## config.mk

```make
export PLATFORM = sky130hd
export DESIGN_NAME = ifu_fetch
export DESIGN_NICKNAME = d
export VERILOG_FILES = /design/src/rtl/ifu_fetch.sv
export SDC_FILE = /design/constraint.sdc
export NUM_CORES = 1
export LEC_CHECK = 0
export BUFFER_PORTS_ARGS = -buffer_cell sky130_fd_sc_hd__buf_2
export CORE_AREA = 2 2 214 153
export DETAILED_ROUTE_END_ITERATION = 8
export DIE_AREA = 0 0 216 155
export GPL_TIMING_DRIVEN = 0
export HOLD_SLACK_MARGIN = 0.15
export PLACE_DENSITY = 0.56
export SKIP_LAST_GASP = 1
export SLEW_MARGIN = 25
export SYNTH_ARGS = -nofsm -noshare
export SYNTH_HDL_FRONTEND = slang
export SYNTH_SLANG_ARGS = --single-unit
export TNS_END_PERCENT = 30
```

## constraint.sdc

```tcl
create_clock -name clk -period 5.1 [get_ports clk]
set_input_delay 1.02 -clock clk [delete_from_list [all_inputs] [get_ports clk]]
set_output_delay 1.02 -clock clk [all_outputs]
set_load 0.02 [all_outputs]
```

## src/rtl/ifu_fetch.sv

```systemverilog
// -----------------------------------------------------------------------------
// ifu_fetch
//
// Instruction fetch unit: producer end of the fetch -> decode valid/ready link.
// Issues word reads to instruction memory, remembers the PC of every request
// in flight, and buffers returned instructions with their PCs in an in-order
// FIFO whose head is presented to decode.
//
// Issue is credit based: a request is only made when both the outstanding
// request count and the FIFO space reserved for in-flight data leave room.
// Because of this, a returning response always has a free FIFO slot.
//
// A redirect flushes the FIFO and loads a new fetch PC. Requests already in
// flight cannot be cancelled at the memory, so their responses are counted
// off and discarded as they return (drop_cnt).
//
// Ports
//   clk          in   clock
//   rst          in   synchronous active-high reset
//   req_valid    out  memory read request valid (may be withdrawn)
//   req_ready    in   memory accepts request
//   req_addr     out  word-aligned fetch address
//   resp_valid   in   read data returned, in request order, one per cycle max
//   resp_data    in   instruction word
//   redirect     in   flush and refetch from redirect_pc
//   redirect_pc  in   new fetch address; bits [1:0] ignored
//   stall        in   decode stop: freezes delivery and issue
//   inst         out  instruction at FIFO head (0 when empty)
//   pc           out  PC of inst (0 when empty)
//   valid_next   out  inst/pc valid toward decode
//   ready_next   in   decode accepts
// -----------------------------------------------------------------------------
module ifu_fetch #(
    parameter logic [31:0] RESET_PC        = 32'h8000_0000,
    parameter int          FIFO_DEPTH      = 2,
    parameter int          MAX_OUTSTANDING = 2
) (
    input  logic        clk,
    input  logic        rst,
    output logic        req_valid,
    input  logic        req_ready,
    output logic [31:0] req_addr,
    input  logic        resp_valid,
    input  logic [31:0] resp_data,
    input  logic        redirect,
    input  logic [31:0] redirect_pc,
    input  logic        stall,
    output logic [31:0] inst,
    output logic [31:0] pc,
    output logic        valid_next,
    input  logic        ready_next
);

    // Counter width holds 0..FIFO_DEPTH; MAX_OUTSTANDING <= FIFO_DEPTH so the
    // outstanding and drop counters share it.
    localparam int CW = $clog2(FIFO_DEPTH + 1);
    localparam int FW = $clog2(FIFO_DEPTH);
    localparam int AW = (MAX_OUTSTANDING > 1) ? $clog2(MAX_OUTSTANDING) : 1;

    localparam logic [CW-1:0] DEPTH_C = CW'(FIFO_DEPTH);
    localparam logic [CW-1:0] MAX_C   = CW'(MAX_OUTSTANDING);
    localparam logic [AW-1:0] AQ_LAST = AW'(MAX_OUTSTANDING - 1);

    // -------------------------------------------------------------------------
    // State
    // -------------------------------------------------------------------------
    logic [31:0]   fetch_pc_q,    fetch_pc_d;
    logic [CW-1:0] outstanding_q, outstanding_d;
    logic [CW-1:0] drop_cnt_q,    drop_cnt_d;

    // Address queue: PCs of issued requests, popped as responses return.
    logic [31:0]   aq_mem_q [MAX_OUTSTANDING];
    logic [AW-1:0] aq_wr_q, aq_wr_d;
    logic [AW-1:0] aq_rd_q, aq_rd_d;

    // Instruction FIFO: {pc, inst} pairs toward decode.
    logic [31:0]   fifo_pc_q   [FIFO_DEPTH];
    logic [31:0]   fifo_inst_q [FIFO_DEPTH];
    logic [FW-1:0] fifo_wr_q,  fifo_wr_d;
    logic [FW-1:0] fifo_rd_q,  fifo_rd_d;
    logic [CW-1:0] fifo_cnt_q, fifo_cnt_d;

    // -------------------------------------------------------------------------
    // Control
    // -------------------------------------------------------------------------
    logic          fifo_empty;
    logic [CW:0]   credit_used;
    logic          issue_fire;
    logic          fifo_push;
    logic          fifo_pop;

    // Only the word address of redirect_pc is used.
    logic          redirect_lsb_unused;
    assign redirect_lsb_unused = ^redirect_pc[1:0];

    assign fifo_empty  = (fifo_cnt_q == '0);

    // Every in-flight request has a FIFO slot reserved for its response.
    assign credit_used = {1'b0, outstanding_q} + {1'b0, fifo_cnt_q};

    assign req_valid   = ~rst & ~redirect & ~stall
                       & (outstanding_q < MAX_C)
                       & (credit_used < {1'b0, DEPTH_C});
    assign req_addr    = fetch_pc_q;
    assign issue_fire  = req_valid & req_ready;

    // Responses landing in a redirect cycle, or while older requests are still
    // being counted off, belong to the abandoned path.
    assign fifo_push   = resp_valid & ~redirect & (drop_cnt_q == '0);

    // Delivery is shown only from registered FIFO state, so a response is
    // visible to decode no earlier than the cycle after it arrives.
    assign valid_next  = ~rst & ~fifo_empty & ~stall & ~redirect;
    assign fifo_pop    = valid_next & ready_next;
    assign inst        = fifo_empty ? '0 : fifo_inst_q[fifo_rd_q];
    assign pc          = fifo_empty ? '0 : fifo_pc_q[fifo_rd_q];

    function automatic logic [AW-1:0] aq_next(input logic [AW-1:0] p);
        return (p == AQ_LAST) ? '0 : p + AW'(1);
    endfunction

    // -------------------------------------------------------------------------
    // Next state
    // -------------------------------------------------------------------------
    always_comb begin
        // NOTE: every _d takes its hold value first, so no path through this
        // block leaves a signal unassigned and no latch is inferred.
        fetch_pc_d    = fetch_pc_q;
        outstanding_d = outstanding_q;
        drop_cnt_d    = drop_cnt_q;
        aq_wr_d       = aq_wr_q;
        aq_rd_d       = aq_rd_q;
        fifo_wr_d     = fifo_wr_q;
        fifo_rd_d     = fifo_rd_q;
        fifo_cnt_d    = fifo_cnt_q;

        // issue_fire is already low during redirect.
        if (issue_fire) begin
            fetch_pc_d = fetch_pc_q + 32'd4;
            aq_wr_d    = aq_next(aq_wr_q);
        end
        // The address queue is popped for every response, kept or dropped.
        if (resp_valid) begin
            aq_rd_d = aq_next(aq_rd_q);
        end
        outstanding_d = outstanding_q + CW'(issue_fire) - CW'(resp_valid);

        if (redirect) begin
            fetch_pc_d = {redirect_pc[31:2], 2'b00};
            // Everything still in flight after this cycle is on the old path.
            drop_cnt_d = outstanding_q - CW'(resp_valid);
            fifo_wr_d  = '0;
            fifo_rd_d  = '0;
            fifo_cnt_d = '0;
        end else begin
            if (resp_valid && (drop_cnt_q != '0)) begin
                drop_cnt_d = drop_cnt_q - CW'(1);
            end
            if (fifo_push) begin
                fifo_wr_d = fifo_wr_q + FW'(1);
            end
            if (fifo_pop) begin
                fifo_rd_d = fifo_rd_q + FW'(1);
            end
            fifo_cnt_d = fifo_cnt_q + CW'(fifo_push) - CW'(fifo_pop);
        end
    end

    // -------------------------------------------------------------------------
    // Registers
    // -------------------------------------------------------------------------
    // NOTE: state uses non-blocking assignment so every register samples the
    // pre-edge _d values regardless of statement order.
    always_ff @(posedge clk) begin
        if (rst) begin
            fetch_pc_q    <= RESET_PC;
            outstanding_q <= '0;
            drop_cnt_q    <= '0;
            aq_wr_q       <= '0;
            aq_rd_q       <= '0;
            fifo_wr_q     <= '0;
            fifo_rd_q     <= '0;
            fifo_cnt_q    <= '0;
        end else begin
            fetch_pc_q    <= fetch_pc_d;
            outstanding_q <= outstanding_d;
            drop_cnt_q    <= drop_cnt_d;
            aq_wr_q       <= aq_wr_d;
            aq_rd_q       <= aq_rd_d;
            fifo_wr_q     <= fifo_wr_d;
            fifo_rd_q     <= fifo_rd_d;
            fifo_cnt_q    <= fifo_cnt_d;
        end
    end

    // NOTE: storage arrays are not reset; pointers and counts alone decide
    // which entries are live, and inst/pc are masked to 0 when empty.
    always_ff @(posedge clk) begin
        if (issue_fire) begin
            aq_mem_q[aq_wr_q] <= fetch_pc_q;
        end
        if (fifo_push) begin
            fifo_pc_q[fifo_wr_q]   <= aq_mem_q[aq_rd_q];
            fifo_inst_q[fifo_wr_q] <= resp_data;
        end
    end

    // -------------------------------------------------------------------------
    // Design-error checks
    // -------------------------------------------------------------------------
    a_fifo_no_overflow: assert property (@(posedge clk) disable iff (rst)
        fifo_push |-> (fifo_cnt_q != DEPTH_C));

    a_outstanding_bound: assert property (@(posedge clk) disable iff (rst)
        outstanding_q <= MAX_C);

    a_resp_has_request: assert property (@(posedge clk) disable iff (rst)
        resp_valid |-> (outstanding_q != '0));

endmodule
```

Yosys cells after proc, flatten, opt, wreduce, memory -nomap -nowiden

Memory sizes are Yosys's and may differ from the RTL's. A register that Yosys moved wholly into a read port is not among the register bits.
Cells that the tools add are included.

Flip-flop bits (word level): 42
Latch bits: 0
Memory bits (writable): 192
Memory bits (read-only): 0
Input bits: 71
Output and inout port bits: 98
Memories kept: 3

Memory list:

| memory      | depth | width | read ports | clocked after Yosys merged registers in | write ports | line | RTL |
|---|---|---|---|---|---|---|---|
| aq_mem_q    | 2     | 32    | 1          | 1                                       | 1           | 72   | `logic [31:0] aq_mem_q [MAX_OUTSTANDING];` |
| fifo_inst_q | 2     | 32    | 1          | 1                                       | 1           | 78   | `logic [31:0] fifo_inst_q [FIFO_DEPTH];` |
| fifo_pc_q   | 2     | 32    | 1          | 1                                       | 1           | 77   | `logic [31:0] fifo_pc_q [FIFO_DEPTH];` |

Add/sub/neg operators: 12
Multipliers: 0
Divide/modulo/power cells: 0
Order comparisons: 2
Eq/ne operators: 0
Shifts and indexed selects: 0
Mux-type cells: 18
Bitwise operators: 15
Reduce and logical (&&, ||, !) cells: 7

Operator list:

| kind                                                                         | count |
|---|---|
| 32-bit two-way mux                                                           | 4 |
| 32-bit by 3-bit adder with 32-bit output, second input constant              | 1 |
| 1-bit two-way mux                                                            | 12 |
| 1-bit AND                                                                    | 11 |
| 2-bit nonzero test                                                           | 3 |
| 2-bit by 1-bit subtractor with 2-bit output                                  | 3 |
| 1-bit adder, second input constant                                           | 4 |
| 2-bit by 1-bit adder with 2-bit output                                       | 2 |
| 2-bit zero test                                                              | 2 |
| 2-bit two-way mux                                                            | 2 |
| 1-bit NOT                                                                    | 4 |
| 2-bit by 2-bit adder with 3-bit output                                       | 1 |
| 3-bit by 2-bit less-than comparator with 1-bit output, second input constant | 1 |
| 2-bit less-than comparator, second input constant                            | 1 |
| 2-bit OR reduction                                                           | 1 |
| 2-bit by 1-bit subtractor with 2-bit output, second input constant           | 1 |
| 1-bit logical AND                                                            | 1 |

Logic depth before layout (Yosys ltp)

Depth in word-level cells: 8
Mapped depth: 11
Mapped depth without buffers: 10

Least setup slack after synthesis

OpenSTA, ideal clock, no wires.

Path kind: input port to flip-flop
From: input port redirect
To: memory fifo_inst_q[0][0] (enable)
Setup time: 0.482 ns
Arrival: 4.048 ns
Required time: 4.618 ns
Setup slack: 0.569 ns
Stages: 3
Buffers on the path: 1
Cell sequence: clkbuf_1 nand3b_1 nor2_1

Cells in the longest elaborated chain, start to end: 5

RTL lines:

| element                                 | line | RTL |
|---|---|---|
| from (decl)                             | 45   | `input logic redirect,` |
| 1-bit NOT                               | 109  | `assign fifo_push = resp_valid & ~redirect & (drop_cnt_q == '0);` |
| 1-bit AND (2 in series)                 | 109  |  |
| 1-bit two-way mux                       | 202  | `if (fifo_push) begin` |
| 1-bit two-way mux (implied by the code) | 204  | `fifo_inst_q[fifo_wr_q] <= resp_data;` |
| to (decl)                               | 78   |  |

Every way passes these cells.

==> results.toml <==
[power_and_ir_drop]
powerDensity_nw_per_um2 = 346
clkPwrFrac = 0.392
p_sw_mw = 0.922
pwr-share-seq = 0.528
static-leakage-power_nw = 4.12
p_int_mw = 3.07
swShare = 0.231
comb_power_share = 0.079
ir_worst_vdd_mv = 0.183

[timing]
report.final.slew_viol_count = 0
worstMarginPinSlew_ns = 0.905
fmax_mhz = 277
maxSlewHeadroom = 0.397
rsz0062_at_grt = "false"
hold_viol_final = 0
tns_ns = 0
fin_crit_sh = 0.707
post-route-min-period_ns = 3.60
setup_violations = 0
finClkSkew_ns = 0.0254

[yosys]
synth_area_um2 = 9280
yosysMostFrequentCell = "edfxtp_1"
synthTopCellsByArea = "edfxtp_1, dfxtp_1, mux2i_1"
synth_top_cell_by_area = "edfxtp_1"
synth_cell_types = 53
ys_seq_elements = 226
yosysWarnings = 0
synth_ff_type = "edfxtp_1"
async_reset_ff_frac = 0
syn_area_per_cell_um2 = 14.1
synth_common_cells = "edfxtp_1, nor2_1, mux2i_1, dfxtp_1, mux2_2"
syn_inst = 660
synth_edf_count = 184
seq_area_frac_synth = 0.686
synth_top_area_frac = 0.595

[route]
drt_iter0_markers = 509
routed_via_density = 4.64
wl_mm = 23.9
antenna_left = 0
drc = 0
wl_per_cell_um = 18.3
vias = 6040
drtPass1Iterations = 5

[floorplan]
design.die.area_um2 = 33500
start_util = 0.293
ioPinCount = 169
core_um2 = 31700
rows = 55
die_w_um = 216
die_y_um = 155

[min_path]
hold_class = "reg2reg"

[setup_path]
r2r_cells = 8
critical_path_class = "reg2out"
reg2reg_slack_ns = 1.80
critPathBufInv = 3
crit_required_ns = 4.08
critPathTopFamily = "buffers and inverters"
cp.depth = 5
r2r_start = "fifo_cnt_q[0]"
cp_max_fo = 10
end_kind = "output port"
critPathArrivalTime_ns = 2.58
crit_path_end = "pc[30]"
path_cells = "clkbuf_1 > buf_1 > mux2i_1 > nor2_1 > buf_2"
cp-start-kind = "register"
worst_path_max_delay_cell = "buf_1"
slowest_delay_ns = 0.74
worst_r2r_endpoint = "aq_mem_q[1][20]"

[grt]
use_met1 = 0.202
grt_pass1_vias = 5879
grtUsageMet2 = 0.219
grt_pass1_wl_mm = 35.8
grt_use_met3 = 0.0323
antenna_found_initial = 0
track_usage = 0.140
busiest_layer = "met2"
grt_max_degree = 25
grt-ovfl-total = 0

[clock_tree]
root_buffer = "clkbuf_16"
h-tree-depth = 1
insertion_delay_ns = 0.52
clkTransAtPathRegs_ns = 0.06
cts_buffers = 23
ctsHoldBuffers = 0
clockBufferDepth = 3
cts_tree = "yes"
cts.sinks = 226
cts_resized = 0
post_cts_buffers = 0

[cells_and_area]
fin_cells = 1301
fin_nets = 936
diodes = 0
synthToLayoutAreaGrowth_pct = 24.5
num-fill-cells = 3107
fin_area_um2 = 11600
drive_gt1_frac = 0.293

[flow_run]
cap_violations = 0

[placed_design]
dpl.cell_count = 1259
postPlaceCellArea_um2 = 10900
dpl.hpwl_mm = 17.0
place_congestion = 0.828
port_buffers = 161

[run_status]
status = "complete, no violations"
## stage by stage
stage          setup WS [ns]  total power, mW   util  hold WS (ns)
6_report                1.50             3.99  0.365         0.516
5_1_grt                 1.30             4.15  0.365         0.532
4_1_cts                 1.41             4.04  0.365         0.513
3_5_place_dp            1.65             2.47  0.343         0.499
3_3_place_gp           -1.71             2.45  0.336         0.480
2_1_floorplan          0.569             2.32      -         0.480
## power groups by stage
stage / Sequential, mW / Clock, mW / Combinational (mW)
final: 2.11 / 1.57 / 0.317
after global routing: 2.12 / 1.68 / 0.349
after CTS: 2.11 / 1.61 / 0.323
after detailed placement: 2.15 / 0 / 0.321
after global placement: 2.15 / 0 / 0.301
after floorplan: 2.15 / 0 / 0.169
## tightest hold or removal path: stages, from the launching register on
cell and delay (ns):
dfxtp_1 0.32, xnor2_1 0.08, nor2_1 0.08
## layout make-up
| type | count | area, um^2 | share of cell area |
|---|---|---|---|
| Clock buffer | 37 | 658 | 0.0570 |
| Inverter | 19 | 71.3 | 0.00617 |
| Buffer | 40 | 186 | 0.0161 |
| Tap cell | 427 | 534 | 0.0462 |
| Clock inverter | 5 | 31.3 | 0.00271 |
| Sequential cell | 226 | 6370 | 0.551 |
| Multi-Input combinational cell | 378 | 2700 | 0.233 |
| Timing Repair Buffer | 169 | 1010 | 0.0875 |
## registers in the layout, summed over array words and instances, names as in the netlist, named ones only
register	cells
aq_mem_q	60
aq_rd_q	1
outstanding_q	2
aq_wr_q	1
fifo_cnt_q	2
fifo_pc_q	60
fifo_inst_q	64
fifo_rd_q	1
fifo_wr_q	1
req_addr	30
drop_cnt_q	2
## worst min-delay path by stage
| stage | startpoint | to | slack (ns) | cells after the start |
|---|---|---|---|---|
| floorplan | aq_rd_q | register | 0.48 | 2 |
| global placement | req_addr[12] | aq_mem_q[0][12] | 0.48 | 0 |
| detailed placement | req_addr[12] | aq_mem_q[0][12] | 0.50 | 0 |
| CTS | req_addr[12] | aq_mem_q[0][12] | 0.51 | 0 |
| global route | req_addr[12] | aq_mem_q[0][12] | 0.53 | 0 |
| finish | aq_rd_q | aq_rd_q | 0.52 | 2 |
## logic make-up after synthesis
group | Yosys count | share of synthesized area
AO/OA/AOI/OAI | 67 | 0.0469
XOR/XNOR | 21 | 0.0198
adder cells (fa/ha/maj) | 8 | 0.0116
flip-flops | 226 | 0.686
other | 1 | 0.000404
multiplexers | 96 | 0.108
buffers and inverters | 59 | 0.0278
AND/OR/NAND/NOR | 182 | 0.0998
## metal layers
metal  vias up  part of all wire
met4         0             0.015
met1      2910              0.46
met2       245              0.44
met5         -                 0
li1       2853                 -
met3        32             0.083
## layout by cell type (no fill, tap or decap), types with 3 or more instances in the layout
| cell type | synthesis | routed |
|---|---|---|
| edfxtp_1 | 184 | 184 |
| buf_2 | 5 | 166 |
| nor2_1 | 82 | 78 |
| mux2i_1 | 64 | 64 |
| dfxtp_1 | 42 | 42 |
| clkbuf_1 | 24 | 35 |
| mux2_2 | 32 | 32 |
| a21oi_1 | 24 | 24 |
| clkbuf_16 | 0 | 23 |
| inv_1 | 18 | 18 |
| nor3_1 | 15 | 15 |
| xnor2_1 | 14 | 14 |
| nand2_1 | 13 | 13 |
| nand3_1 | 12 | 12 |
| nor4_1 | 11 | 11 |
| nand4_1 | 11 | 11 |
| o21a_1 | 8 | 8 |
| o21ai_0 | 8 | 8 |
| nor2b_1 | 7 | 7 |
| xor2_1 | 7 | 7 |
| ha_1 | 7 | 7 |
| o22ai_1 | 6 | 6 |
| buf_16 | 0 | 6 |
| or3_1 | 5 | 5 |
| buf_1 | 5 | 5 |
| and4_1 | 4 | 4 |
| or4_1 | 4 | 4 |
| buf_4 | 4 | 4 |
| conb_1 | 1 | 4 |
| and2_1 | 4 | 3 |
| nor2_4 | 0 | 3 |
| nor3b_1 | 3 | 3 |
| a22oi_1 | 3 | 3 |
| a31oi_1 | 3 | 3 |
| a211oi_1 | 3 | 3 |
| clkinv_2 | 0 | 3 |
| clkbuf_8 | 0 | 3 |
(Power assumes the default switching activity.)
